### src/rtl/sha256_msg_padder.sv
// SHA-256 message padder: packs 32-bit message beats into 16-word scheduler blocks,
// appends the 0x80 marker, zero fill and the 64-bit bit length, and hands each block to the core.
module sha256_msg_padder (
    input  logic        clk,
    input  logic        reset_n,
    input  logic        in_valid,
    output logic        in_ready,
    input  logic [31:0] in_data,
    input  logic        in_last,
    input  logic [2:0]  in_nbytes,
    input  logic        block_done,
    output logic [31:0] message_word_out,
    output logic [3:0]  message_word_addr,
    output logic        write_enable_out,
    output logic        start_new_block,
    output logic        last_block,
    output logic        busy
);
    typedef enum logic [2:0] {IDLE, LOAD, PAD_ZERO, LEN_HI, LEN_LO, ISSUE, WAIT_CORE} state_t;

    state_t      state, state_d;
    logic [3:0]  addr;
    logic [63:0] bit_len, bit_len_d;
    logic        pad80, pad80_d;       // 0x80 word still owed (last beat was full)
    logic        msg_end, msg_end_d;   // last beat accepted, padding in progress
    logic        len_done, len_done_d; // length written, next issue is the final block
    logic        wr;
    logic [31:0] wr_data;
    logic [2:0]  nbytes_eff;
    logic [31:0] beat_word;
    logic        accept;

    assign accept     = in_valid & in_ready;
    assign nbytes_eff = (!in_last || in_nbytes > 3'd4) ? 3'd4 : in_nbytes;

    // Keep the valid leading bytes and drop the 0x80 marker right behind them.
    always_comb begin
        case (nbytes_eff)
            3'd0:    beat_word = 32'h8000_0000;
            3'd1:    beat_word = {in_data[31:24], 24'h80_0000};
            3'd2:    beat_word = {in_data[31:16], 16'h8000};
            3'd3:    beat_word = {in_data[31:8], 8'h80};
            default: beat_word = in_data;
        endcase
    end

    always_comb begin
        state_d    = state;
        wr         = 1'b0;
        wr_data    = 32'h0;
        pad80_d    = pad80;
        msg_end_d  = msg_end;
        len_done_d = len_done;
        bit_len_d  = bit_len;
        case (state)
            IDLE, LOAD: begin
                if (accept) begin
                    wr        = 1'b1;
                    wr_data   = beat_word;
                    bit_len_d = bit_len + {58'd0, nbytes_eff, 3'd0};
                    if (in_last) begin
                        msg_end_d = 1'b1;
                        if (nbytes_eff == 3'd4) begin
                            pad80_d = 1'b1;
                            state_d = (addr == 4'd15) ? ISSUE : PAD_ZERO;
                        end else if (addr == 4'd13) begin
                            state_d = LEN_HI;
                        end else begin
                            state_d = (addr == 4'd15) ? ISSUE : PAD_ZERO;
                        end
                    end else begin
                        state_d = (addr == 4'd15) ? ISSUE : LOAD;
                    end
                end
            end
            PAD_ZERO: begin
                wr      = 1'b1;
                wr_data = pad80 ? 32'h8000_0000 : 32'h0;
                pad80_d = 1'b0;
                if (addr == 4'd13)      state_d = LEN_HI;
                else if (addr == 4'd15) state_d = ISSUE;
            end
            LEN_HI: begin
                wr      = 1'b1;
                wr_data = bit_len[63:32];
                state_d = LEN_LO;
            end
            LEN_LO: begin
                wr         = 1'b1;
                wr_data    = bit_len[31:0];
                len_done_d = 1'b1;
                state_d    = ISSUE;
            end
            ISSUE: state_d = WAIT_CORE;
            WAIT_CORE: begin
                if (block_done) begin
                    if (len_done) begin
                        state_d    = IDLE;
                        bit_len_d  = 64'd0;
                        msg_end_d  = 1'b0;
                        len_done_d = 1'b0;
                    end else begin
                        state_d = msg_end ? PAD_ZERO : LOAD;
                    end
                end
            end
            default: state_d = IDLE;
        endcase
    end

    always_ff @(posedge clk or negedge reset_n) begin
        if (!reset_n) begin
            state             <= IDLE;
            addr              <= 4'd0;
            bit_len           <= 64'd0;
            pad80             <= 1'b0;
            msg_end           <= 1'b0;
            len_done          <= 1'b0;
            in_ready          <= 1'b0;
            write_enable_out  <= 1'b0;
            start_new_block   <= 1'b0;
            last_block        <= 1'b0;
            busy              <= 1'b0;
            message_word_out  <= 32'h0;
            message_word_addr <= 4'd0;
        end else begin
            state            <= state_d;
            bit_len          <= bit_len_d;
            pad80            <= pad80_d;
            msg_end          <= msg_end_d;
            len_done         <= len_done_d;
            write_enable_out <= wr;
            if (wr) begin
                message_word_out  <= wr_data;
                message_word_addr <= addr;
                addr              <= addr + 4'd1;
            end
            in_ready        <= (state_d == IDLE) || (state_d == LOAD);
            start_new_block <= (state_d == ISSUE);
            last_block      <= (state_d == ISSUE) && len_done_d;
            busy            <= (state_d != IDLE);
        end
    end
endmodule

### config.mk
export PLATFORM = sky130hd
export DESIGN_NAME = sha256_msg_padder
export DESIGN_NICKNAME = d
export VERILOG_FILES = /design/src/rtl/sha256_msg_padder.sv
export SDC_FILE = /design/constraint.sdc
export NUM_CORES = 1
export LEC_CHECK = 0
export ABC_AREA = 1
export BUFFER_PORTS_ARGS = -buffer_cell sky130_fd_sc_hd__buf_2
export CORE_MARGIN = 5
export CORE_UTILIZATION = 49
export CTS_CLUSTER_SIZE = 40
export DETAILED_ROUTE_END_ITERATION = 12
export HOLD_SLACK_MARGIN = 0.12
export PLACE_DENSITY = 0.68
export SYNTH_ARGS = -nofsm -noshare
export SYNTH_HDL_FRONTEND = slang
export SYNTH_SLANG_ARGS = --single-unit
### constraint.sdc
create_clock -name clk -period 2.45 [get_ports clk]
set_input_delay 0.1225 -clock clk [delete_from_list [all_inputs] [get_ports clk]]
set_output_delay 0.1225 -clock clk [all_outputs]
set_load 0.1 [all_outputs]
[Word-level counts from Yosys, hierarchy flattened]
Cells that the tools add are included.
Word-level totals
  bits in registers: 115
  input bits: 40
  word-level logic and storage cells: 85
Cells by class
  add/subtract/negate cells: 2
  magnitude comparators: 1
  equal/unequal tests: 19
  multiplexer cells: 34
  bitwise operators: 1
  reduce and logical (&&, ||, !) cells: 15
Operator list (number)
  one-hot mux 32 bit (4 select lines): 2
  2-to-1 mux 64 bit: 3
  one-hot mux 64 bit (2 select lines): 1
  adder 64 x 6 -> 64 bit: 1
  2-to-1 mux 32 bit: 2
  2-to-1 mux 3 bit: 10
  one-hot mux 3 bit (6 select lines): 1
  == test 3 bit, second input constant: 5
  == test 3 x 2 -> 1 bit, second input constant: 4
  != test 2 bit, second input constant: 5
  == test 3 x 1 -> 1 bit, second input constant: 3
  zero test 3 bit: 3
  2-to-1 mux 1 bit: 9
  == test 4 bit, second input constant: 2
  one-hot mux 1 bit (2 select lines): 4
  AND reduction 4 bit: 2
  AND reduction 5 bit: 1
  adder 4 x 1 -> 4 bit, second input constant: 1
  2-to-1 mux 2 bit: 2
  nonzero test 2 bit: 2
  > comparator 3 bit, second input constant: 1
  nonzero test 3 bit: 1
  OR reduction 3 bit: 1
  logical OR 1 bit: 2
  4 further kinds: 4

[Longest topological paths before layout]
Gate-level depths: netlist of run 1.
  word-level depth: 10
  depth in mapped cells: 16
  gate-level depth less buffers: 16

[Worst setup path after synthesis of run 1]
No wires, ideal clock.
  path type: reg-to-reg
  from: register in_ready
  to: register bit_len[50]
  arrival time: 1993 ps
  setup slack: 338 ps
  stages on the path, launching flop included: 12
  buffers on the path: 0
  period minus slack after synthesis: 2112 ps
  path through: dfrtp_1 -> nand2_1 -> inv_1 -> nand2_4 -> nand2_2 -> nand2_4 -> inv_6 -> nand4_4 -> nor2_4 -> nand4_1 -> nand2_1 -> nor2_1
On the way
  longest elaborated chain between the ends: 3
Ends and longest elaborated chain
  from (decl): line 7  | output logic in_ready,
  from (signal assigned): line 138  | in_ready <= (state_d == IDLE) || (state_d == LOAD);
  bitwise AND 1 bit: line 33  | assign accept = in_valid & in_ready;
  != test 2 bit (no source line)
  AND reduction 4 bit (no source line)
  to (signal assigned): line 128  | bit_len <= bit_len_d;
  to (decl): line 23  | logic [63:0] bit_len, bit_len_d;
No other way between the ends.
A chain may end at the register's enable or synchronous reset.

[Final worst setup path of run 1]
  from: input in_nbytes[2]
  to: register bit_len[30]
On the way
  longest elaborated chain between the ends: 6
Ends and longest elaborated chain
  from (decl): line 10  | input logic [2:0] in_nbytes,
  > comparator 3 bit: line 34  | assign nbytes_eff = (!in_last || in_nbytes > 3'd4) ? 3'd4 : in_nbytes;
  logical OR 1 bit: line 34
  2-to-1 mux 3 bit *: line 34
  adder 64 x 6 -> 64 bit *: line 60  | bit_len_d = bit_len + {58'd0, nbytes_eff, 3'd0};
  2-to-1 mux 64 bit *: line 57  | if (accept) begin
  one-hot mux 64 bit (2 select lines) *: line 55  | case (state)
Mark *: on every way between the ends. The rest lies on a longest branch, timed or not. The select of a mux whose other input is x is not followed.

==> results.txt, run 1 <==
The flow ran to the end, and the final reports show no timing, DRC or antenna violations. The average vias per placed instance came out at 5.62. The end-of-flow core utilization came out at 59.3%. The number of input and output port buffers inserted is 80. The count of vias placed by the detailed router is 7070. The fraction of registers with async set or reset after synthesis is 100%. Sequential cells were found to cover between 40% and 50% of the synthesized design area. The global placer's final weighted congestion came out at 1.03. By instance count, the cell type seen most on the critical path is nand2_1.

The number of nets in the finished design is 1118. The half-perimeter wire length of the detailed placement result is 17900 um. Entering global routing, the biggest net connects 43 pins.

By area the synthesized netlist is led by dfrtp_1 (41%), nand2_1 (15%), nor2_1 (6.5%). The buffers plus inverters on the worst setup path is 4. The number of routed nets with antenna violations is 0.

In this run the count of I/O pins placed on the die edge is 81. Traced cell by cell, the critical path runs through dlygate4sd3_1 > buf_2 > inv_1 > nand2_1 > ha_1 > inv_1 > a21oi_1 > nand2_2 > nand2_8 > nand2_1 > nor2_4 > nand3_1 > nand2_1 > nand2_1 > nor2_1. The synthesized flop and latch total came out at roughly 110. Setup repair after global routing left no endpoint under its margin.

When the netlist entered floorplanning its net count stood at 1000. The worst setup path is captured at a register. The delay of the slowest cell on the worst path came out at roughly 0.55 ns.

The overall track demand over capacity in global routing is between 20% and 30%. Setup violations remaining at the end of the flow were counted as 0. STA classifies the critical path startpoint as a primary input.

The clock sink count came out at about 110. The portion of the clock cycle consumed by the worst path in the final layout is 91.3%. Setup total negative slack on the finished layout was measured at 0 ns. The worst clock skew is 0.0100 ns. Row generation in the floorplan step produced 43 rows. For the worst setup path, the data required time is 2.75 ns.

The initial cell density of the core is 49.7%. The largest fanout on the critical path came out at 13. The start-to-end type of the worst setup path is primary input to register. By instance count, the leading cell after synthesis is nand2_1.

The die covers 0.0164 mm^2. The first-pass GRT wire length is 37200 um. The synthesized netlist occupies a cell area of 0.00685 mm^2.

The power density of the placed cells came out at 1140 mW/mm^2. The total power is a little over 0.009 W. The number of flops mapped to enable cells by yosys is 0. The tree is rooted in a clkbuf_16.

In this run the biggest area consumer among cell types represents 40.9% of the synthesized area. The post-CTS setup buffer count is 0. The TritonCTS clock tree is built. The die is roughly 130 um wide. The highest clock frequency the design can meet came out at 0.447 GHz. The final antenna diode count is 0.

The largest individual stage delay along the critical path comes from the cell dlygate4sd3_1. Counting every instance in the synthesized netlist gives about 960. Among all flip-flop cells after synthesis, the most frequent one is dfrtp_1. Summed over all layers, the global routing overflow is 0. The layout overhead on the synthesized area is 19.1%. The number of distinct standard cells referenced by the synthesized netlist is 46. The largest area contributor in the netlist is dfrtp_1. For this block, the routed nets add up to about 23000 um of wire. The leakage power is 3.91 nW. The number of antenna violations at the first check in global routing is 0. The maximum level of the CTS H-tree came out at 3. The number of global-route vias before repair was 6817. The worst relative slew slack is between 50 and 60%. The data arrival time of the worst path is around 2.5 ns. The final-report max-slew violation count came to 0. The path class of the tightest hold or removal check is primary input to register. In this run the standard cell core region covers 0.0138 mm^2. The first-pass detailed-route iteration total came out at 6. Clock-pin slew was measured on the worst setup and hold paths at 0.08 ns. The average size of a mapped cell came out at 7.17 um^2. The proportion of layout cells with a drive suffix above 1 came out at 14.9%. Counting I/O delays and the setup requirement, the final critical path takes 2.24 ns. At the pin with the least slew margin, the transition time is 0.719 ns. IR analysis of the VDD net gives a maximum drop of 719 uV. The final routed wire length divided by cell count came out at 18.5 um. The detailed-route DRC error count came out at 0. The total count of hold-check failures in the final report is 0. Ranked by instance count, the synthesized netlist is headed by nand2_1 (269), nor2_1 (118), inv_1 (115), dfrtp_1 (112), nand3_1 (58). Among cell families on the critical path, the largest total delay comes from simple AND/OR/NAND/NOR gates. The number of max-capacitance violations reported came out at 0.

Buffers inserted during clock tree synthesis total 9. The number of DRC violations after detailed-routing iteration 0 came out at 801. The die is between 100 and 150 um tall.

The clock latency on the worst-skew pair is 0.37 ns. The maximum buffer depth of the clock tree is 2. The Yosys warning count came out at 0.
[registers in the layout (all words and copies together) (netlist names)]
register	flops
write_enable_out	1
addr	4
last_block	1
message_word_out	32
msg_end	1
message_word_addr	4
len_done	1
start_new_block	1
pad80	1
in_ready	1
state	3
busy	1
bit_len	61
[repair_timing]
action / in CTS / in global routing
hold endpoints to repair: 72 / 0
gates resized for setup: 0 / 1
setup endpoints to repair: 0 / 2
hold buffers: 33 / 0
[kinds of logic after synthesis]
| kind of cell | synth area share (%) |
|---|---|
| compound gates | 10.6 |
| simple gates | 38.6 |
| xor+xnor | 0.639 |
| fa+ha+maj | 0.730 |
| buf+inv | 8.58 |
| flops | 40.9 |
[final cells by class]
| class | instances | area, um^2 |
|---|---|---|
| repair buffers | 129 | 878 |
| clock buffers | 11 | 253 |
| flip-flops and latches | 112 | 2800 |
| multi-input cells | 698 | 3470 |
| well taps | 180 | 225 |
| inverters | 124 | 470 |
| fillers | 1325 | 5610 |
| clock inverters | 5 | 62.6 |
[worst reg2reg max path, stage by stage, from the launching register on]
cell	delay [ns]
dfrtp_1	0.50
nor2_4	0.19
nand2_4	0.10
nand2_2	0.09
nand2_4	0.17
inv_6	0.27
nand3_1	0.32
nor3_1	0.24
o21ai_0	0.13
nor2_1	0.12
[routing by layer]
metal	up-vias	global-route usage, %	part of all wire [%]
met1	3307	40.0	44
met2	310	46.3	45
met5	-	0	0
met4	0	11.4	3.8
met3	64	5.33	7.5
li1	3389	-	-
[cell usage in the layout (no fill, tap or decap), types with 23 or more instances in the layout]
cell           Yosys  final
dlygate4sd3_1      0     33
o2111ai_1         23     23
inv_1            115    115
a21oi_1           36     36
nor3_1            32     32
nand3_1           58     58
dfrtp_1          112    112
o21ai_0           38     38
nor2_1           118    118
nand2_1          269    269
buf_2              4     79
nand4_1           36     36
[path summary, 6_finish.rpt]
check	start	end	slack, ns	depth (start not counted)
hold / removal	block_done	len_done$_DFF_PN0_	0.17	4
max in group asynchronous	reset_n	message_word_out[25]$_DFFE_PN0P_	1.49	3
hold reg to reg	message_word_out[27]$_DFFE_PN0P_	message_word_out[27]$_DFFE_PN0P_	0.47	2
min in group asynchronous	reset_n	message_word_out[12]$_DFFE_PN0P_	0.31	2
setup reg to reg	state[2]$_DFF_PN0_	bit_len[19]$_DFFE_PN0P_	0.26	9
setup / recovery	in_nbytes[2]	bit_len[30]$_DFFE_PN0P_	0.21	15
[per-stage QoR]
step	worst slack (ns)	cell area, um^2	cells	hold WS, ns
floorplan	0.338	6850	956	-0.173
global placement	0.346	7510	1210	0.180
detailed placement	0.358	7510	1210	0.176
CTS	0.193	8150	1259	0.172
global route	0.0406	8160	1259	0.204
finish	0.214	8160	1259	0.173
[report_power, final]
part           internal (W)  leakage, nW  switching, W
clock              0.000860        0.154      0.000730
combinational      0.000924         2.30       0.00382
sequential          0.00245         1.45      0.000510
(Power assumes the default switching activity.)
==> run 2: changes to the inputs <==
--- a/config.mk
+++ b/config.mk
@@ -5,14 +5,14 @@
 export SDC_FILE = /design/constraint.sdc
 export NUM_CORES = 1
 export LEC_CHECK = 0
-export ABC_AREA = 1
 export BUFFER_PORTS_ARGS = -buffer_cell sky130_fd_sc_hd__buf_2
 export CORE_MARGIN = 5
 export CORE_UTILIZATION = 49
 export CTS_CLUSTER_SIZE = 40
 export DETAILED_ROUTE_END_ITERATION = 12
 export HOLD_SLACK_MARGIN = 0.12
-export PLACE_DENSITY = 0.68
+export PLACE_DENSITY = 0.69
+export SKIP_LAST_GASP = 1
 export SYNTH_ARGS = -nofsm -noshare
 export SYNTH_HDL_FRONTEND = slang
 export SYNTH_SLANG_ARGS = --single-unit
==> constraint.sdc (replaced) <==
create_clock -name clk -period 2.45 [get_ports clk]
set_input_delay 0.1225 -clock clk [delete_from_list [all_inputs] [get_ports clk]]
set_output_delay 0.1225 -clock clk [all_outputs]
set_load 0.005 [all_outputs]
==> results.txt, run 2 <==
The startpoint identified for the worst hold timing path is block_done. met2 is the most crowded layer. The share of synthesized cell area in full adder, half adder and majority cells was 0.867% (+0.14 points).

The final cell count without fillers is 912 (-28%). The number of DRC violations after detailed-routing iteration 0 was 620 (-23%). The Yosys warning count came out at 0 (unchanged). The met1 global-route usage came to 35.1% (-4.8 points).

The final-report max-slew violation count came out at 0 (unchanged). The initial cell density of the core is 50.3% (+0.60 points). The routed wire length is 17400 um (-26%).

The number of antenna violations at the first check in global routing came out at 0 (unchanged). The tree is rooted in a clkbuf_16. For this run, the leading register cell type out of synthesis is dfrtp_1. The fraction of synthesized cell area in xor and xnor cells is 2.73% (+2.1 points). The number of standard cells after synthesis is 623 (-35%). The number of flip-flops in the largest register came out at 61 (unchanged). The number of primary I/O pins came out at 81 (unchanged). The number of failing setup endpoints in the final timing report is 0 (unchanged). The largest fanout on the critical path is 5 (-8). The overall track demand over capacity in global routing came out at 24.5% (-4.8 points).

The final antenna diode count came out at 0 (unchanged). The power density of the placed cells was 837 mW/mm^2 (-26%). The maximum number of pins on one net before global-route repair came out at 71 (+65%). The post-layout minimum cycle time is 2.37 ns (+0.135 ns). Compared with the post-synthesis result, the final layout area differs by 26.9%. The most frequent cell after synthesis is dfrtp_1.

The area share of and/or/nand/nor cells after synthesis came out at 25.1% (-13 points). The number of routed nets with antenna violations came out at 0 (unchanged). The clock sink count is 112 (unchanged). In this run the critical register-to-register path is launched from state[1]$_DFF_PN0_. The CTS clock-pin slew for the worst setup and hold paths is 0.07 ns (about the same). The combinational family with the most area after synthesis is simple AND/OR/NAND/NOR gates. The portion of the clock cycle consumed by the worst path in the final layout came to 96.8% (+5.5 points). Ranked by total cell area, the synthesized netlist is headed by dfrtp_1 (49%), nand2_1 (6.6%), a222oi_1 (5.4%).

The core area came out at 0.0115 mm^2 (-17%). The register with the most flip-flops in the final layout is bit_len. The number of cells on the worst hold path came to 3 (-1).

The leakage power was 3.33 nW (-15%). The number of nets in the synthesized netlist is 667 (-33%). The post-synthesis cell area is 0.00577 mm^2 (-16%). The minimum setup slack among reg-to-reg paths is 0.08 ns (-0.18 ns).

The detailed-route DRC error count is 0 (unchanged). The total count of hold-check failures in the final report is 0 (unchanged). The proportion of power drawn by combinational gates came to 35.5% (-16 points).

The number of input and output port buffers inserted came to 80 (unchanged). The highest clock frequency the design can meet came out at 0.422 GHz (-5.7%). The net switching component of the power came out at 0.00219 W (-57%). In the final layout, the registers with the most flip-flops are bit_len: 61 flops, message_word_out: 32 flops. The proportion of layout cells with a drive suffix above 1 was 22.0% (+7.1 points). The clock latency on the worst-skew pair is 0.35 ns (-0.02 ns). The cell count after placement is 863 (-29%). The first-pass detailed-route iteration total came out at 7 (+1). The start-to-end type of the worst setup path is register to register. The number of flops mapped to enable cells by yosys was 0 (unchanged). The TritonCTS clock tree is built. Leaving out fill and tap cells, the most frequent cells in the layout are dfrtp_1 (111), nand2_1 (101), buf_2 (79). The length in cells of the worst reg-to-reg path came out at 5 (-4).

STA classifies the critical path endpoint as a register. Setup repair after global routing could not meet its margin everywhere. The maximum buffer depth of the clock tree came out at 2 (unchanged). The total congestion overflow is 0 (unchanged). The count of vias placed by the detailed router came out at 5725 (-19%). The internal power contribution came out at 0.00395 W (-6.8%). The global placer's final weighted congestion is 0.906 (-12%). The peak supply drop is 566 uV (-21%). The worst setup path is launched from a register. The share of power burned in the clock network came to 22.6% (+5.5 points). The synthesized-area fraction occupied by ao, oa, aoi and oai cells is 18.2% (+7.6 points). The width of the die is 119 um (-7.6%). The number of max-capacitance violations reported was 0 (unchanged). The die height came out at 119 um (-7.6%).

The post-route cell area came out at 0.00733 mm^2 (-10%). The fraction of power consumed by sequential logic was 41.9% (+10 points). The data arrival time of the worst path is 2.64 ns (+0.11 ns). The cell area reported after detailed placement is 0.00667 mm^2 (-11%). In the synthesized netlist, the cells that appear most often are dfrtp_1 (112), nand2_1 (101), a21oi_1 (50), clkbuf_1 (33), o21ai_0 (32). The maximum level of the CTS H-tree came out at 3 (unchanged).

The commonest non-fill, non-tap cell in the layout is dfrtp_1. The area enclosed by the die boundary came to 0.0141 mm^2 (-15%). The slew at the pin closest to its max-slew limit was 0.590 ns (-0.129 ns). The global routing usage on met3 is 2.58% (-2.8 points).

The proportion of synthesized chip area in sequential cells came to 48.5% (+7.6 points). The endpoint of the worst-slack reg-to-reg timing path is bit_len[59]$_DFFE_PN0P_. The run finished with clean final reports. The worst relative slew slack came to 60.6% (+8.7 points).

The largest total area in the synthesized netlist belongs to dfrtp_1. The fraction of met2 tracks used by global routing came out at 38.5% (-7.8 points). The fraction of registers with async set or reset after synthesis came out at 100% (unchanged).

The number of nets in the finished design is 809 (-28%). The average size of a mapped cell is 9.27 um^2 (+29%). The first-pass GRT wire length came out at 28200 um (-24%). The final routed wire length divided by cell count came out at 19.0 um (+2.7%).

The worst hold path terminates at len_done$_DFF_PN0_. The average vias per placed instance is 6.28 (+12%). The total number of placement rows is 39 (-9.3%).

The required time at the worst-slack endpoint came out at 2.72 ns (-0.03 ns). The worst clock skew was 0.00860 ns (-0.00143 ns). The min-delay analysis places its worst path in the category primary input to register. The number of buffers created by CTS came out at 9 (unchanged).

The area share of the largest cell type after synthesis came out at 48.5% (+7.6 points). The switching share of power is 35.7% (-19 points). The number of distinct standard cells referenced by the synthesized netlist came out at 55 (+20%). The synthesized flop and latch total was 112 (unchanged). The number of global-route vias before repair is 5399 (-21%).

The half-perimeter wire length of the detailed placement result came out at 11900 um (-34%). The share of synthesized area spent on multiplexers came out at 0.694% (+0.69 points).
-- run 2: cell types whose count changed after synthesis, moves of 24 or more --
cell	before	now
a222oi_1	0	31
clkbuf_1	9	33
inv_1	115	13
nand2_1	269	101
nand3_1	58	19
nor2_1	118	29
nor3_1	32	8
-- run 2: power by group through the flow --
| stage | combinational, W | clock, W | sequential, W |
|---|---|---|---|
| after floorplan | 0.00109 | 0 | 0.00260 |
| after global placement | 0.00205 | 0 | 0.00257 |
| after detailed placement | 0.00210 | 0 | 0.00259 |
| after CTS | 0.00214 | 0.00142 | 0.00256 |
| after global routing | 0.00242 | 0.00149 | 0.00263 |
| final | 0.00218 | 0.00139 | 0.00257 |
-- run 2: cell families (layout without fill, tap and decap cells) --
family | count (synthesis) | count (layout)
simple gates | 276 | 278
fa+ha+maj | 4 | 4
buf+inv | 54 | 198
mux | 4 | 4
compound gates | 155 | 155
flops | 112 | 112
xor+xnor | 18 | 18
-- run 2: worst max path at each step --
stage | start | endpoint | cells after the start | slack [ns]
2_1_floorplan | in_last | bit_len[53]$_DFFE_PN0P_ | 11 | 0.0001
3_3_place_gp | in_last | bit_len[61]$_DFFE_PN0P_ | 10 | -0.06
3_5_place_dp | in_nbytes[2] | bit_len[63]$_DFFE_PN0P_ | 10 | -0.15
4_1_cts | state[2]$_DFF_PN0_ | bit_len[59]$_DFFE_PN0P_ | 5 | 0.01
5_1_grt | bit_len[3]$_DFFE_PN0P_ | bit_len[33]$_DFFE_PN0P_ | 8 | -0.04
6_report | state[1]$_DFF_PN0_ | bit_len[59]$_DFFE_PN0P_ | 5 | 0.08
-- run 2: layer usage --
| metal | share of wire (%) | wire [um] |
|---|---|---|
| met3 | 6.7 | 1160 |
| met1 | 43 | 7470 |
| met5 | 0 | 0 |
| met4 | 3.0 | 523 |
| met2 | 47 | 8220 |
-- run 2: per-stage QoR --
step | worst slack, ns | utilization, % | TNS, ns | hold slack, ns | total power [W]
6_report | 0.0781 | 63.9 | 0 | 0.152 | 0.00614
5_1_grt | -0.0393 | 63.9 | -0.120 | 0.163 | 0.00654
4_1_cts | 0.00966 | 63.3 | 0 | 0.139 | 0.00612
3_5_place_dp | -0.155 | 58.2 | -1.61 | -0.0270 | 0.00468
3_3_place_gp | -0.0642 | 58.2 | -0.353 | -0.0283 | 0.00462
2_1_floorplan | 0.000125 | - | 0 | -0.173 | 0.00369
-- run 2: layout make-up --
class | instances | area [um^2]
timing repair buffer | 169 | 1180
multi-input combinational | 459 | 2840
sequential | 112 | 2800
fill | 954 | 4140
clock inverter | 3 | 17.5
tap | 143 | 179
inverter | 14 | 52.6
clock buffer | 12 | 256
-- run 2: repair_timing --
item / in CTS / in global routing
pin swaps: 1 / 4
cloned: 0 / 2
endpoints found under the setup margin: 4 / 14
hold buffers: 31 / 0
buffers inserted: 0 / 1
endpoints found under the hold margin: 142 / 0
gates resized for setup: 1 / 10
-- run 2: worst max-delay path, stage by stage (launching register included) --
cell and delay, ns:
dfrtp_1 0.41, nor4bb_4 0.36, a22oi_2 0.21, or4_4 0.62
or4_1 0.52, a21oi_1 0.18
